[config.mk]
export PLATFORM = sky130hd
export DESIGN_NAME = jtag_tap_ctrl
export DESIGN_NICKNAME = d
export VERILOG_FILES = /design/src/rtl/jtag_pkg.sv /design/src/rtl/jtag_tap_fsm.sv /design/src/rtl/jtag_tap_ctrl.sv
export SDC_FILE = /design/constraint.sdc
export NUM_CORES = 1
export LEC_CHECK = 0
export ABC_CLOCK_PERIOD_IN_PS = 2200
export BUFFER_PORTS_ARGS = -buffer_cell sky130_fd_sc_hd__buf_2
export CAP_MARGIN = 20
export CORE_MARGIN = 8
export CORE_UTILIZATION = 51
export DETAILED_ROUTE_END_ITERATION = 10
export HOLD_SLACK_MARGIN = 0.12
export PLACE_DENSITY = 0.79
export SKIP_LAST_GASP = 1
export SLEW_MARGIN = 40
export SYNTH_ARGS = -nofsm -noshare
export SYNTH_HDL_FRONTEND = slang
export SYNTH_SLANG_ARGS = --single-unit
[constraint.sdc]
create_clock -name TCK -period 2.2 [get_ports TCK]
set_input_delay 0.55 -clock TCK [delete_from_list [all_inputs] [get_ports TCK]]
set_output_delay 0.55 -clock TCK [all_outputs]
set_load 0.01 [all_outputs]
[src/rtl/jtag_pkg.sv]
// Shared definitions for the JTAG TAP controller: the TAP state encoding,
// the default instruction width and the instruction opcodes.
package jtag_pkg;

  localparam int DEF_IR_W = 4;

  localparam logic [3:0] DEF_OP_IDCODE = 4'b0001;
  localparam logic [3:0] DEF_OP_BYPASS = 4'b1111;
  localparam logic [3:0] DEF_OP_USER   = 4'b0010;

  // Classic 1149.1 encoding, so that the state value on a logic analyser
  // matches what most JTAG tools print.
  typedef enum logic [3:0] {
    TLR    = 4'hF,
    RTI    = 4'hC,
    SEL_DR = 4'h7,
    CAP_DR = 4'h6,
    SH_DR  = 4'h2,
    EX1_DR = 4'h1,
    PA_DR  = 4'h3,
    EX2_DR = 4'h0,
    UPD_DR = 4'h5,
    SEL_IR = 4'h4,
    CAP_IR = 4'hE,
    SH_IR  = 4'hA,
    EX1_IR = 4'h9,
    PA_IR  = 4'hB,
    EX2_IR = 4'h8,
    UPD_IR = 4'hD
  } tap_state_e;

  // True in either of the two states that move data through TDI/TDO.
  function automatic logic is_shift_state(input tap_state_e s);
    return (s == SH_DR) || (s == SH_IR);
  endfunction

endpackage

[src/rtl/jtag_tap_fsm.sv]
// The 16-state TAP state machine. It only tracks the state from TMS;
// the registers that react to the state live in jtag_tap_ctrl.
module jtag_tap_fsm
  import jtag_pkg::*;
(
  input  logic       TCK,
  input  logic       D_RST,
  input  logic       TMS,
  output tap_state_e state
);

  tap_state_e state_q;
  tap_state_e state_d;

  // State register: async return to Test-Logic-Reset, otherwise advance on TCK.
  always_ff @(posedge TCK or negedge D_RST) begin
    if (!D_RST) begin
      state_q <= TLR;
    end else begin
      state_q <= state_d;
    end
  end

  // Next state follows the TMS graph; TMS=1 five times always lands in TLR.
  always_comb begin
    state_d = state_q;
    case (state_q)
      TLR:     state_d = TMS ? TLR    : RTI;
      RTI:     state_d = TMS ? SEL_DR : RTI;
      SEL_DR:  state_d = TMS ? SEL_IR : CAP_DR;
      CAP_DR:  state_d = TMS ? EX1_DR : SH_DR;
      SH_DR:   state_d = TMS ? EX1_DR : SH_DR;
      EX1_DR:  state_d = TMS ? UPD_DR : PA_DR;
      PA_DR:   state_d = TMS ? EX2_DR : PA_DR;
      EX2_DR:  state_d = TMS ? UPD_DR : SH_DR;
      UPD_DR:  state_d = TMS ? SEL_DR : RTI;
      SEL_IR:  state_d = TMS ? TLR    : CAP_IR;
      CAP_IR:  state_d = TMS ? EX1_IR : SH_IR;
      SH_IR:   state_d = TMS ? EX1_IR : SH_IR;
      EX1_IR:  state_d = TMS ? UPD_IR : PA_IR;
      PA_IR:   state_d = TMS ? EX2_IR : PA_IR;
      EX2_IR:  state_d = TMS ? UPD_IR : SH_IR;
      UPD_IR:  state_d = TMS ? SEL_DR : RTI;
      default: state_d = TLR;
    endcase
  end

  // The state is published as-is; consumers decode what they need.
  always_comb begin
    state = state_q;
  end

endmodule

[src/rtl/jtag_tap_ctrl.sv]
// JTAG TAP controller: instruction register, bypass register, instruction
// decode, device-ID shift strobes and the TDO output mux.
// Optional feature macro: JTAG_USER_DR_EN adds a user data register
// interface selected by the OP_USER instruction.
module jtag_tap_ctrl
  import jtag_pkg::*;
#(
  parameter int              IR_W      = DEF_IR_W,
  parameter logic [IR_W-1:0] OP_IDCODE = IR_W'(DEF_OP_IDCODE),
  parameter logic [IR_W-1:0] OP_BYPASS = IR_W'(DEF_OP_BYPASS),
  parameter logic [IR_W-1:0] OP_USER   = IR_W'(DEF_OP_USER)
) (
  input  logic            TCK,
  input  logic            D_RST,
  input  logic            TMS,
  input  logic            TDI,
  output logic            TDO,
  output logic            TDO_EN,
  output logic            ID_SHIFT,
  output logic            ID_ENABLE,
  output logic            ID_RST,
  input  logic            ID_TDO,
`ifdef JTAG_USER_DR_EN
  output logic            USER_SHIFT,
  output logic            USER_CAPTURE,
  output logic            USER_UPDATE,
  input  logic            USER_TDO,
`endif
  output logic [IR_W-1:0] IR_OUT,
  output logic [3:0]      TAP_STATE
);

  tap_state_e      state;
  logic [IR_W-1:0] ir_reg;
  logic [IR_W-1:0] ir_shreg;
  logic            bypass_reg;
  logic            in_sh_dr;
  logic            in_sh_ir;
  logic            id_sel;
  logic            bypass_sel;
  logic            tdo_next;

  jtag_tap_fsm u_fsm (
    .TCK   (TCK),
    .D_RST (D_RST),
    .TMS   (TMS),
    .state (state)
  );

  assign TAP_STATE = state;
  assign in_sh_dr  = (state == SH_DR);
  assign in_sh_ir  = (state == SH_IR);

  // In TLR the instruction is IDCODE from the very edge that entered it,
  // even though ir_reg itself only reloads on the following falling edge.
  assign IR_OUT = (state == TLR) ? OP_IDCODE : ir_reg;

  assign id_sel = (IR_OUT == OP_IDCODE);

`ifdef JTAG_USER_DR_EN
  logic user_sel;
  assign user_sel     = (IR_OUT == OP_USER);
  assign bypass_sel   = ~id_sel & ~user_sel;
  assign USER_SHIFT   = user_sel & in_sh_dr;
  assign USER_CAPTURE = user_sel & (state == CAP_DR);
  assign USER_UPDATE  = user_sel & (state == UPD_DR);
`else
  logic unused_user_op;
  assign unused_user_op = ^OP_USER;
  assign bypass_sel     = ~id_sel;
`endif

  // OP_BYPASS is the explicit bypass opcode; every undecoded value also
  // lands on bypass, so it needs no comparator of its own.
  logic unused_bypass_op;
  assign unused_bypass_op = ^OP_BYPASS;

  // The strobe is only open during the low phase of TCK and the state only
  // moves on the rising edge, so ID_SHIFT cannot glitch.
  assign ID_SHIFT  = ~TCK & id_sel & in_sh_dr;
  assign ID_ENABLE = id_sel & in_sh_dr;
  assign ID_RST    = D_RST & ~((state == TLR) | (state == CAP_DR));

  // IR shift register: capture the fixed 01 pattern, then shift LSB-first.
  always_ff @(posedge TCK or negedge D_RST) begin
    if (!D_RST) begin
      ir_shreg <= '0;
    end else if (state == CAP_IR) begin
      ir_shreg <= IR_W'(2'b01);
    end else if (in_sh_ir) begin
      ir_shreg <= {TDI, ir_shreg[IR_W-1:1]};
    end
  end

  // Bypass register: cleared on capture, one-bit delay line while shifting.
  always_ff @(posedge TCK or negedge D_RST) begin
    if (!D_RST) begin
      bypass_reg <= 1'b0;
    end else if (state == CAP_DR) begin
      bypass_reg <= 1'b0;
    end else if (in_sh_dr) begin
      bypass_reg <= TDI;
    end
  end

  // Active instruction: loaded on the falling edge in UPD_IR, forced to IDCODE in TLR.
  always_ff @(negedge TCK or negedge D_RST) begin
    if (!D_RST) begin
      ir_reg <= OP_IDCODE;
    end else if (state == TLR) begin
      ir_reg <= OP_IDCODE;
    end else if (state == UPD_IR) begin
      ir_reg <= ir_shreg;
    end
  end

  // Pick the serial source for the register currently being shifted.
  always_comb begin
    tdo_next = 1'b0;
    if (in_sh_ir) begin
      tdo_next = ir_shreg[0];
    end else if (in_sh_dr) begin
      if (id_sel) begin
        tdo_next = ID_TDO;
`ifdef JTAG_USER_DR_EN
      end else if (user_sel) begin
        tdo_next = USER_TDO;
`endif
      end else if (bypass_sel) begin
        tdo_next = bypass_reg;
      end
    end
  end

  // TDO and its enable change on the falling edge so the far end samples a stable bit.
  always_ff @(negedge TCK or negedge D_RST) begin
    if (!D_RST) begin
      TDO    <= 1'b0;
      TDO_EN <= 1'b0;
    end else begin
      TDO    <= tdo_next;
      TDO_EN <= is_shift_state(state);
    end
  end

endmodule
## Word-level counts from Yosys, hierarchy flattened

Cells that the tools add are included.

| operators by class | value |
|---|---|
| equal/unequal tests | 16 |
| mux-type cells | 23 |
| bitwise gates (word level) | 7 |
| reductions and logical operators | 8 |

Operators by type and width:

| kind | count |
|---|---|
| $pmux W4 S12 | 1 |
| $eq A4 B4 Y1 const B | 8 |
| $mux W4 | 6 |
| $eq A4 B3 Y1 const B | 4 |
| $mux W2 | 6 |
| $mux W3 | 4 |
| $eq A4 B1 Y1 const B | 2 |
| $eq A4 B2 Y1 const B | 2 |
| $mux W1 | 6 |
| $reduce_bool A2 Y1 | 3 |
| $and A1 B1 Y1 | 4 |
| $logic_not A4 Y1 | 1 |
| $reduce_or A2 Y1 | 2 |
| $reduce_or A3 Y1 | 1 |
| $not A1 Y1 | 2 |
| $logic_or A1 B1 Y1 | 1 |
| $or A1 B1 Y1 | 1 |

| storage, ports and cells | value |
|---|---|
| bits in registers | 15 |
| input bits | 5 |
| output and inout bits | 13 |

## Depth between registers and ports, before layout

Gate-level depths: netlist (run 1).

| logic depth | value |
|---|---|
| depth after elaboration | 6 |
| depth in mapped cells | 4 |
| gate-level depth less buffers | 3 |

## Cells and area by module

From an unflattened synthesis (run 1), not the netlist that was laid out.

| unflattened totals | value |
|---|---|
| cells, all modules | 78 |
| area total of the unflattened synthesis | 755.7 um^2 |

By module, submodules not included:

| module | instances | cells each | area each (um^2) | seq. area each (um^2) |
|---|---|---|---|---|
| jtag_tap_ctrl | 1 | 59 | 558.0 | 276.5 |
| jtag_tap_fsm | 1 | 19 | 197.7 | 105.1 |

==> results of run 1 <==
worst paths after layout:
path	startpoint	endpoint	slack (ps)	cells after the start
setup / recovery	ir_reg[0]$_DFFE_NN1P_	ID_SHIFT	-1220	4
hold / removal	D_RST	ir_shreg[0]$_DFFE_PN0N_	240	2
setup reg to reg	u_fsm.state[2]$_DFF_PN1_	TDO$_DFF_NN0_	70	4
hold reg to reg	ir_shreg[1]$_DFFE_PN0N_	ir_shreg[1]$_DFFE_PN0N_	510	2
max in group asynchronous	D_RST	TDO$_DFF_NN0_	820	2
min in group TCK	ir_shreg[1]$_DFFE_PN0N_	ir_shreg[1]$_DFFE_PN0N_	510	2
synthesized netlist by cell type, drive strengths merged:
cell type,number
a21boi,1
a21o,1
a21oi,2
a31oi,1
a41oi,1
and2,4
buf,3
clkbuf,1
dfrtn,5
dfrtp,5
dfstp,5
inv,4
mux2,1
nand2,14
nand2b,4
nand3,3
nand3b,1
nand4,1
nand4b,1
nand4bb,1
nor2,3
nor3b,2
nor4,1
o21ai,11
o221ai,1
o31ai,1
or2b,1
or4b,1
xnor2,1
power groups by stage:
stage               Clock [W]  Combinational, W  Sequential (W)
floorplan           0.0000120          0.000467        0.000531
detailed placement  0.0000128          0.000823        0.000488
global placement    0.0000128          0.000791        0.000482
global route         0.000208           0.00101        0.000500
CTS                  0.000186          0.000875        0.000485
finish               0.000182          0.000916        0.000490
what timing repair did:
action | 4_1_cts | 5_1_grt
hold endpoints to repair | 3 | 0
gates resized for setup | 5 | 4
hold buffers | 1 | 0
endpoints found under the setup margin | 11 | 10
pin swaps | 0 | 0
buffers inserted | 2 | 3
layer usage:
metal  vias to the layer above  GRT usage  routed length [um]
li1                        354          -                   -
met5                         -          0                   0
met4                         0     0.0739                  57
met3                         6     0.0502                 103
met1                       323      0.135                 791
met2                        19      0.196                 888
area by class of cell:
| cell class | count | area, um2 |
|---|---|---|
| fill | 117 | 383 |
| sequential | 15 | 382 |
| tap | 16 | 20.0 |
| inverter | 3 | 11.3 |
| clock buffer | 5 | 37.5 |
| multi-input combinational | 58 | 375 |
| timing repair buffer | 35 | 255 |
| clock inverter | 2 | 7.51 |
kinds of logic after synthesis:
logic type | Yosys count | share of synthesized area
flip-flops | 15 | 0.484
AND/OR/NAND/NOR | 37 | 0.286
XOR/XNOR | 1 | 0.0111
multiplexers | 1 | 0.0143
AO/OA/AOI/OAI | 19 | 0.141
buffers and inverters | 8 | 0.0635
metrics by stage:
step	TNS, ps	area [um2]
5_1_grt	-5460	1090
2_1_floorplan	-2060	797
3_5_place_dp	-2460	980
3_3_place_gp	-2310	980
4_1_cts	-4980	1060
6_report	-5010	1090
==> results.toml, run 1 <==
[global_route]
antenna_found_initial = 0
track_usage = 0.124
first_global_vias = 712
grt_start_max_net_pins = 14
grt_pass1_wl_um = 3190
grt_overflow = 0

[setup_path]
arrival_ps = 2870
path_buf_inv = 1
required_ps = 1650
slowest_delay_ps = 520
critPathKind = "register to output pin"
slowest_stage = "dfstp_2"
cp-start-kind = "register"
crit_fanout = 2
crit_chain = "or4b_4 > nor4_4 > and2_4 > buf_6"
worstSetupEndpointType = "output pin"
cp_top_family = "simple AND/OR/NAND/NOR gates"

[cells_and_area]
nets = 124
diodes = 0
drive_gt1_frac = 0.449
layout_commonest_cell = "buf_4"
area_delta_synth_final_pct = 38.1
finalNonFillerCells = 134
final_core_util = 0.740
layout_common_cells = "buf_4 (15), nand2_1 (14), buf_2 (13)"

[timing]
worst_pin_slew_ps = 259
fin_ws_ps = -1220
slew_viol_final = 0
rsz0062_at_grt = "true"
setup_viol = 9
hold_viol_final = 0
hold_slack_ps = 241
skew_ps = 55.3
relSlewSlack = 0.826

[floorplanning]
die-area_mm2 = 0.00306
die_y_um = 55.3
io_pins = 18
rows = 14
initial_core_util = 0.536
die_x_um = 55.3
core-area_mm2 = 0.00147

[place]
pre_cts_ws_ps = -883
dp.cells = 125
io_buffer_count = 17
dp_hpwl_um = 1400
gp_congestion = 0.765

[power]
p_int_w = 0.000976
leakage_nw = 0.529
powerDensity_mw_per_mm2 = 1460
finalPower_w = 0.00159
switching_share = 0.385
pwr-share-seq = 0.308
combPwrFrac = 0.577
pwr-share-clk = 0.115
switching_power_w = 0.000611
ir_drop_mv = 0.820

[clock_tree]
clockRootBuffer = "clkbuf_4"
cts_tree = "done"
clkLatencyLatePin_ps = 340
htreeDepth = 1
clk_pin_slew_worst_paths_ps = 90
clockBufferDepth = 2
cts_buffers = 3

[run_status]
violations = "negative setup slack"
status = "finished, violations left"

[logic_synthesis]
ys_seq_area_frac = 0.484
yosys_warnings = 0
ys_seq_elements = 15
synthesis.nets = 86
synth.area.top_cells = "dfstp_2 (17%), dfrtn_1 (16%), dfrtp_1 (16%)"
syn_inst = 81
avgSynthCellArea_um2 = 9.73
synthDistinctLibCells = 31
syn_area_um2 = 788
synth_top_area_share = 0.167
yosysTopAreaCell = "dfstp_2"

[detailed_routing]
drc_errors = 0
first_iter_violations = 8
num_vias = 702
antenna_left = 0
viasPerCell = 5.24
firstDrtPassIters = 4
wl_um = 1840
routedWlPerCell_um = 13.7

[worst_hold_path]
hold_path.class = "input pin to async pin"

[run]
cap_violations = 0
(Power assumes the default switching activity.)
==> run 2, diff against run 1 <==
RECOVER_POWER = 50   (was default)
==> run 2 against run 1 <==
Effect of this change:
- the run still ends with negative setup slack left
- flip-flop and latch count is the same
- setup slack gained 8.2 ps
- sequential power is essentially flat
- worst hold slack gained 130 ps
- total power shrank 0.85%
- sequential share of layout area grew 0.41 points
- non-clock buffer count is the same
- cell count is the same
- critical path depth is the same
- wire length shrank 0.76%
==> results.toml, run 2 (synthesis results as in run 1) <==
[clock_tree]
clk_pin_slew_worst_paths_ps = 90
clockRootBuffer = "clkbuf_4"
cts_buffers = 3
clkLatencyLatePin_ps = 340
cts_tree = "done"
clockBufferDepth = 2
htreeDepth = 1

[floorplanning]
initial_core_util = 0.536
rows = 14
core-area_mm2 = 0.00147
die_y_um = 55.3
io_pins = 18
die_x_um = 55.3
die-area_mm2 = 0.00306

[timing]
slew_viol_final = 0
rsz0062_at_grt = "true"
worst_pin_slew_ps = 306
setup_viol = 12
relSlewSlack = 0.796
skew_ps = 54.5
fin_ws_ps = -1210
hold_viol_final = 0
tns_ps = -5040
hold_slack_ps = 368

[detailed_routing]
viasPerCell = 5.25
wl_um = 1830
first_iter_violations = 9
routedWlPerCell_um = 13.6
drc_errors = 0
firstDrtPassIters = 2
num_vias = 703
antenna_left = 0

[power]
ir_drop_mv = 0.811
powerDensity_mw_per_mm2 = 1460
leakage_nw = 0.515
finalPower_w = 0.00157
switching_share = 0.387
switching_power_w = 0.000608
p_int_w = 0.000965
pwr-share-clk = 0.115
pwr-share-seq = 0.310
combPwrFrac = 0.576

[cells_and_area]
drive_gt1_frac = 0.415
design_area_mm2 = 0.00108
multiInputGateArea_um2 = 375
area_delta_synth_final_pct = 36.5
layout_commonest_cell = "nand2_1"
seq_area_um2 = 382
nFillCells = 124
nets = 124
diodes = 0
layout_common_cells = "nand2_1 (14), buf_2 (12), buf_4 (12)"

[global_route]
antenna_found_initial = 0
grt_start_max_net_pins = 14
grt_pass1_wl_um = 3190
track_usage = 0.124
grt_overflow = 0
first_global_vias = 712

[worst_hold_path]
hold_path.class = "input pin to async pin"

[setup_path]
cp-start-kind = "register"
arrival_ps = 2860
worstSetupEndpointType = "output pin"
critPathKind = "register to output pin"
crit_fanout = 2
required_ps = 1650

[place]
pre_cts_ws_ps = -883
place_area_um2 = 980
gp_congestion = 0.765
io_buffer_count = 17
dp_hpwl_um = 1400

[run_status]
violations = "negative setup slack"
status = "finished, violations left"

[run]
cap_violations = 0
[run 2: cell count changes in the layout (fill, tap and decap cells not counted)]
cell | before | now
buf_2 | 13 | 12
buf_4 | 15 | 12
clkbuf_1 | 1 | 5
[run 2: worst paths after layout]
| kind | start | cells past startpoint | end | slack (ps) |
|---|---|---|---|---|
| min | D_RST | 1 | u_fsm.state[3]$_DFF_PN1_ | 370 |
| max | ir_reg[0]$_DFFE_NN1P_ | 4 | ID_SHIFT | -1210 |
| max in group asynchronous | D_RST | 2 | TDO$_DFF_NN0_ | 540 |
| min reg2reg | ir_shreg[1]$_DFFE_PN0N_ | 2 | ir_shreg[1]$_DFFE_PN0N_ | 510 |
| min in group TCK | ir_shreg[1]$_DFFE_PN0N_ | 2 | ir_shreg[1]$_DFFE_PN0N_ | 510 |
| max reg2reg | u_fsm.state[1]$_DFF_PN1_ | 3 | ir_reg[3]$_DFFE_NN0P_ | -40 |
[run 2: area by class of cell]
| class | instances | area share |
|---|---|---|
| Clock inverter | 2 | 0.00698 |
| Sequential cell | 15 | 0.355 |
| Timing Repair Buffer | 35 | 0.226 |
| Inverter | 3 | 0.0105 |
| Multi-Input combinational cell | 58 | 0.349 |
| Tap cell | 16 | 0.0186 |
| Clock buffer | 5 | 0.0349 |
[run 2: what timing repair did]
action / in CTS / in global routing
gates resized for setup: 5 / 4
endpoints found under the hold margin: 3 / 0
hold buffers: 1 / 0
setup endpoints to repair: 11 / 10
setup buffers: 2 / 3
[run 2: per-layer routing]
metal / wire (um) / track usage / vias to the layer above
met2: 889 / 0.196 / 17
met5: 0 / 0 / -
met1: 781 / 0.135 / 324
met3: 99 / 0.0502 / 6
met4: 57 / 0.0739 / 0
li1: - / - / 356
[run 2: worst max-delay path: stages, from the launching register on]
cell,delay [ps]
dfstp_2,520
or4b_4,480
nor4_4,160
and2_4,180
buf_6,90
[run 2: per-stage QoR]
step | std cells | utilization
final | 134 | 0.731
after global routing | 134 | 0.731
after CTS | 132 | 0.718
after detailed placement | 125 | 0.666
after global placement | 125 | 0.666
after floorplan | 81 | -
[run 2: power groups by stage]
stage | clock network [W] | logic (W) | registers (W)
2_1_floorplan | 0.0000120 | 0.000467 | 0.000531
5_1_grt | 0.000208 | 0.00100 | 0.000499
4_1_cts | 0.000186 | 0.000875 | 0.000485
6_report | 0.000180 | 0.000906 | 0.000488
3_5_place_dp | 0.0000128 | 0.000823 | 0.000488
3_3_place_gp | 0.0000128 | 0.000791 | 0.000482
==> run 3, diff against run 2 <==
CELL_PAD_IN_SITES_DETAIL_PLACEMENT = 1   (was default)
CELL_PAD_IN_SITES_GLOBAL_PLACEMENT = 1   (was default)
CORE_UTILIZATION = 38   (was 51)
PLACE_DENSITY = 0.78   (was 0.79)
==> run 3 against run 2 <==
Effect of this change:
- the flow still finishes with violations (negative setup slack)
- core utilization fell by 13 points
- critical path depth did not move
- register-to-register slack got worse by 290 ps
- wire length rose by 47%
- flip-flop and latch count did not move
- largest power group unchanged
==> results.toml, run 3 (synthesis results as in run 1) <==
[setup_path]
crit_fanout = 2
critPathKind = "register to output pin"
crit_chain = "or4b_4 > nor4_4 > and2_4 > buf_6"
worstSetupEndpointType = "output pin"
required_ps = 1650
arrival_ps = 2920
path_buf_inv = 1
slowest_stage = "dfstp_2"
cp_top_family = "simple AND/OR/NAND/NOR gates"
cp-start-kind = "register"
timing.rr.start = "u_fsm.state[1]$_DFF_PN1_"
critical_path.startpoint = "ir_reg[0]$_DFFE_NN1P_"
slowest_delay_ps = 530

[global_route]
grt_overflow = 0
antenna_found_initial = 0
busiest_layer = "met2"
gr-usage-met1 = 0.143
track_usage = 0.132
first_global_vias = 772
grtUsageMet3 = 0.0251
grt_start_max_net_pins = 16
grt_pass1_wl_um = 3630
global_route.usage.met2 = 0.223

[cells_and_area]
drive_gt1_frac = 0.479
layout_common_cells = "nand2_1 (12), buf_6 (12), buf_4 (12)"
area_delta_synth_final_pct = 49.4
diodes = 0
nets = 127

[detailed_routing]
drc_errors = 0
firstDrtPassIters = 2
viasPerCell = 5.28
antenna_left = 0
routedWlPerCell_um = 18.2
wl_um = 2690
first_iter_violations = 18
num_vias = 782

[place]
gp_congestion = 0.696
io_buffer_count = 17
dp_hpwl_um = 1570

[clock_tree]
clkLatencyLatePin_ps = 360
cts_buffers = 3
cts_tree = "done"
clk_pin_slew_worst_paths_ps = 100
clockBufferDepth = 2
htreeDepth = 1
clockRootBuffer = "clkbuf_4"

[floorplanning]
io_pins = 18
die_y_um = 61.5
rows = 16
die-area_mm2 = 0.00379
die_x_um = 61.5
initial_core_util = 0.402
core-area_mm2 = 0.00196

[timing]
worst_pin_slew_ps = 594
hold_viol_final = 0
setup_viol = 14
rsz0062_at_grt = "true"
skew_ps = 72.2
slew_viol_final = 0
tns_ps = -6510
fin_ws_ps = -1270
relSlewSlack = 0.604

[power]
leakage_nw = 0.556
combPwrFrac = 0.601
pwr-share-clk = 0.120
ir_drop_mv = 0.802
finalPower_w = 0.00186
p_int_w = 0.00112
powerDensity_mw_per_mm2 = 1580
switching_power_w = 0.000744
pwr-share-seq = 0.279
switching_share = 0.400

[run_status]
status = "finished, violations left"
violations = "negative setup slack"

[worst_hold_path]
hold_path.class = "input pin to register"
min_from = "TMS"

[run]
cap_violations = 0
==> run 3: changes by cell type in the layout (fill, tap and decap cells not counted), moves of 2 or more <==
cell / before / now
buf_6: 7 / 12
o21ai_0: 11 / 8
o21ai_1: 0 / 3
clkbuf_1: 5 / 3
nand2_1: 14 / 12
nand2_2: 0 / 2
==> run 3: power by group through the flow <==
stage / clock network (W) / registers, W / logic, W
after CTS: 0.000218 / 0.000494 / 0.000923
final: 0.000223 / 0.000520 / 0.00112
after global placement: 0.0000128 / 0.000483 / 0.000791
after floorplan: 0.0000120 / 0.000531 / 0.000467
after detailed placement: 0.0000128 / 0.000491 / 0.000826
after global routing: 0.000247 / 0.000532 / 0.00120
==> run 3: per-layer routing <==
layer	up-vias	routed length, um
met4	0	97
li1	364	-
met5	-	0
met2	20	1380
met1	391	1120
met3	7	95
==> run 3: through the flow <==
stage	cells	setup WS, ps	area (um2)	util	hold WS, ps
final	148	-1270	1180	0.600	503
after global routing	148	-1350	1180	0.600	511
after CTS	140	-1220	1080	0.552	322
after detailed placement	134	-862	978	0.499	513
after global placement	134	-846	978	0.499	497
after floorplan	81	-855	797	-	254
==> run 3: worst paths after layout <==
path / cells past startpoint / slack (ps) / end
max reg2reg: 3 / -330 / ir_reg[1]$_DFFE_NN0P_
min reg2reg: 2 / 540 / ir_shreg[3]$_DFFE_PN0N_
max in group asynchronous: 1 / 660 / ir_reg[0]$_DFFE_NN1P_
min: 2 / 500 / u_fsm.state[0]$_DFF_PN1_
min in group asynchronous: 2 / 580 / ir_shreg[0]$_DFFE_PN0N_
max: 4 / -1270 / ID_SHIFT
==> run 3: area by class of cell <==
type	instances	area [um2]
fillers	238	785
multi-input cells	58	395
flip-flops and latches	15	382
repair buffers	38	300
clock buffers	5	47.5
well taps	27	33.8
inverters	3	11.3
clock inverters	2	7.51
==> run 3: repair_timing <==
action,in CTS,in global routing
pin swaps,0,6
hold buffers,0,0
cloned,0,0
gates resized for setup,10,15
endpoints found under the setup margin,12,13
setup buffers,4,11
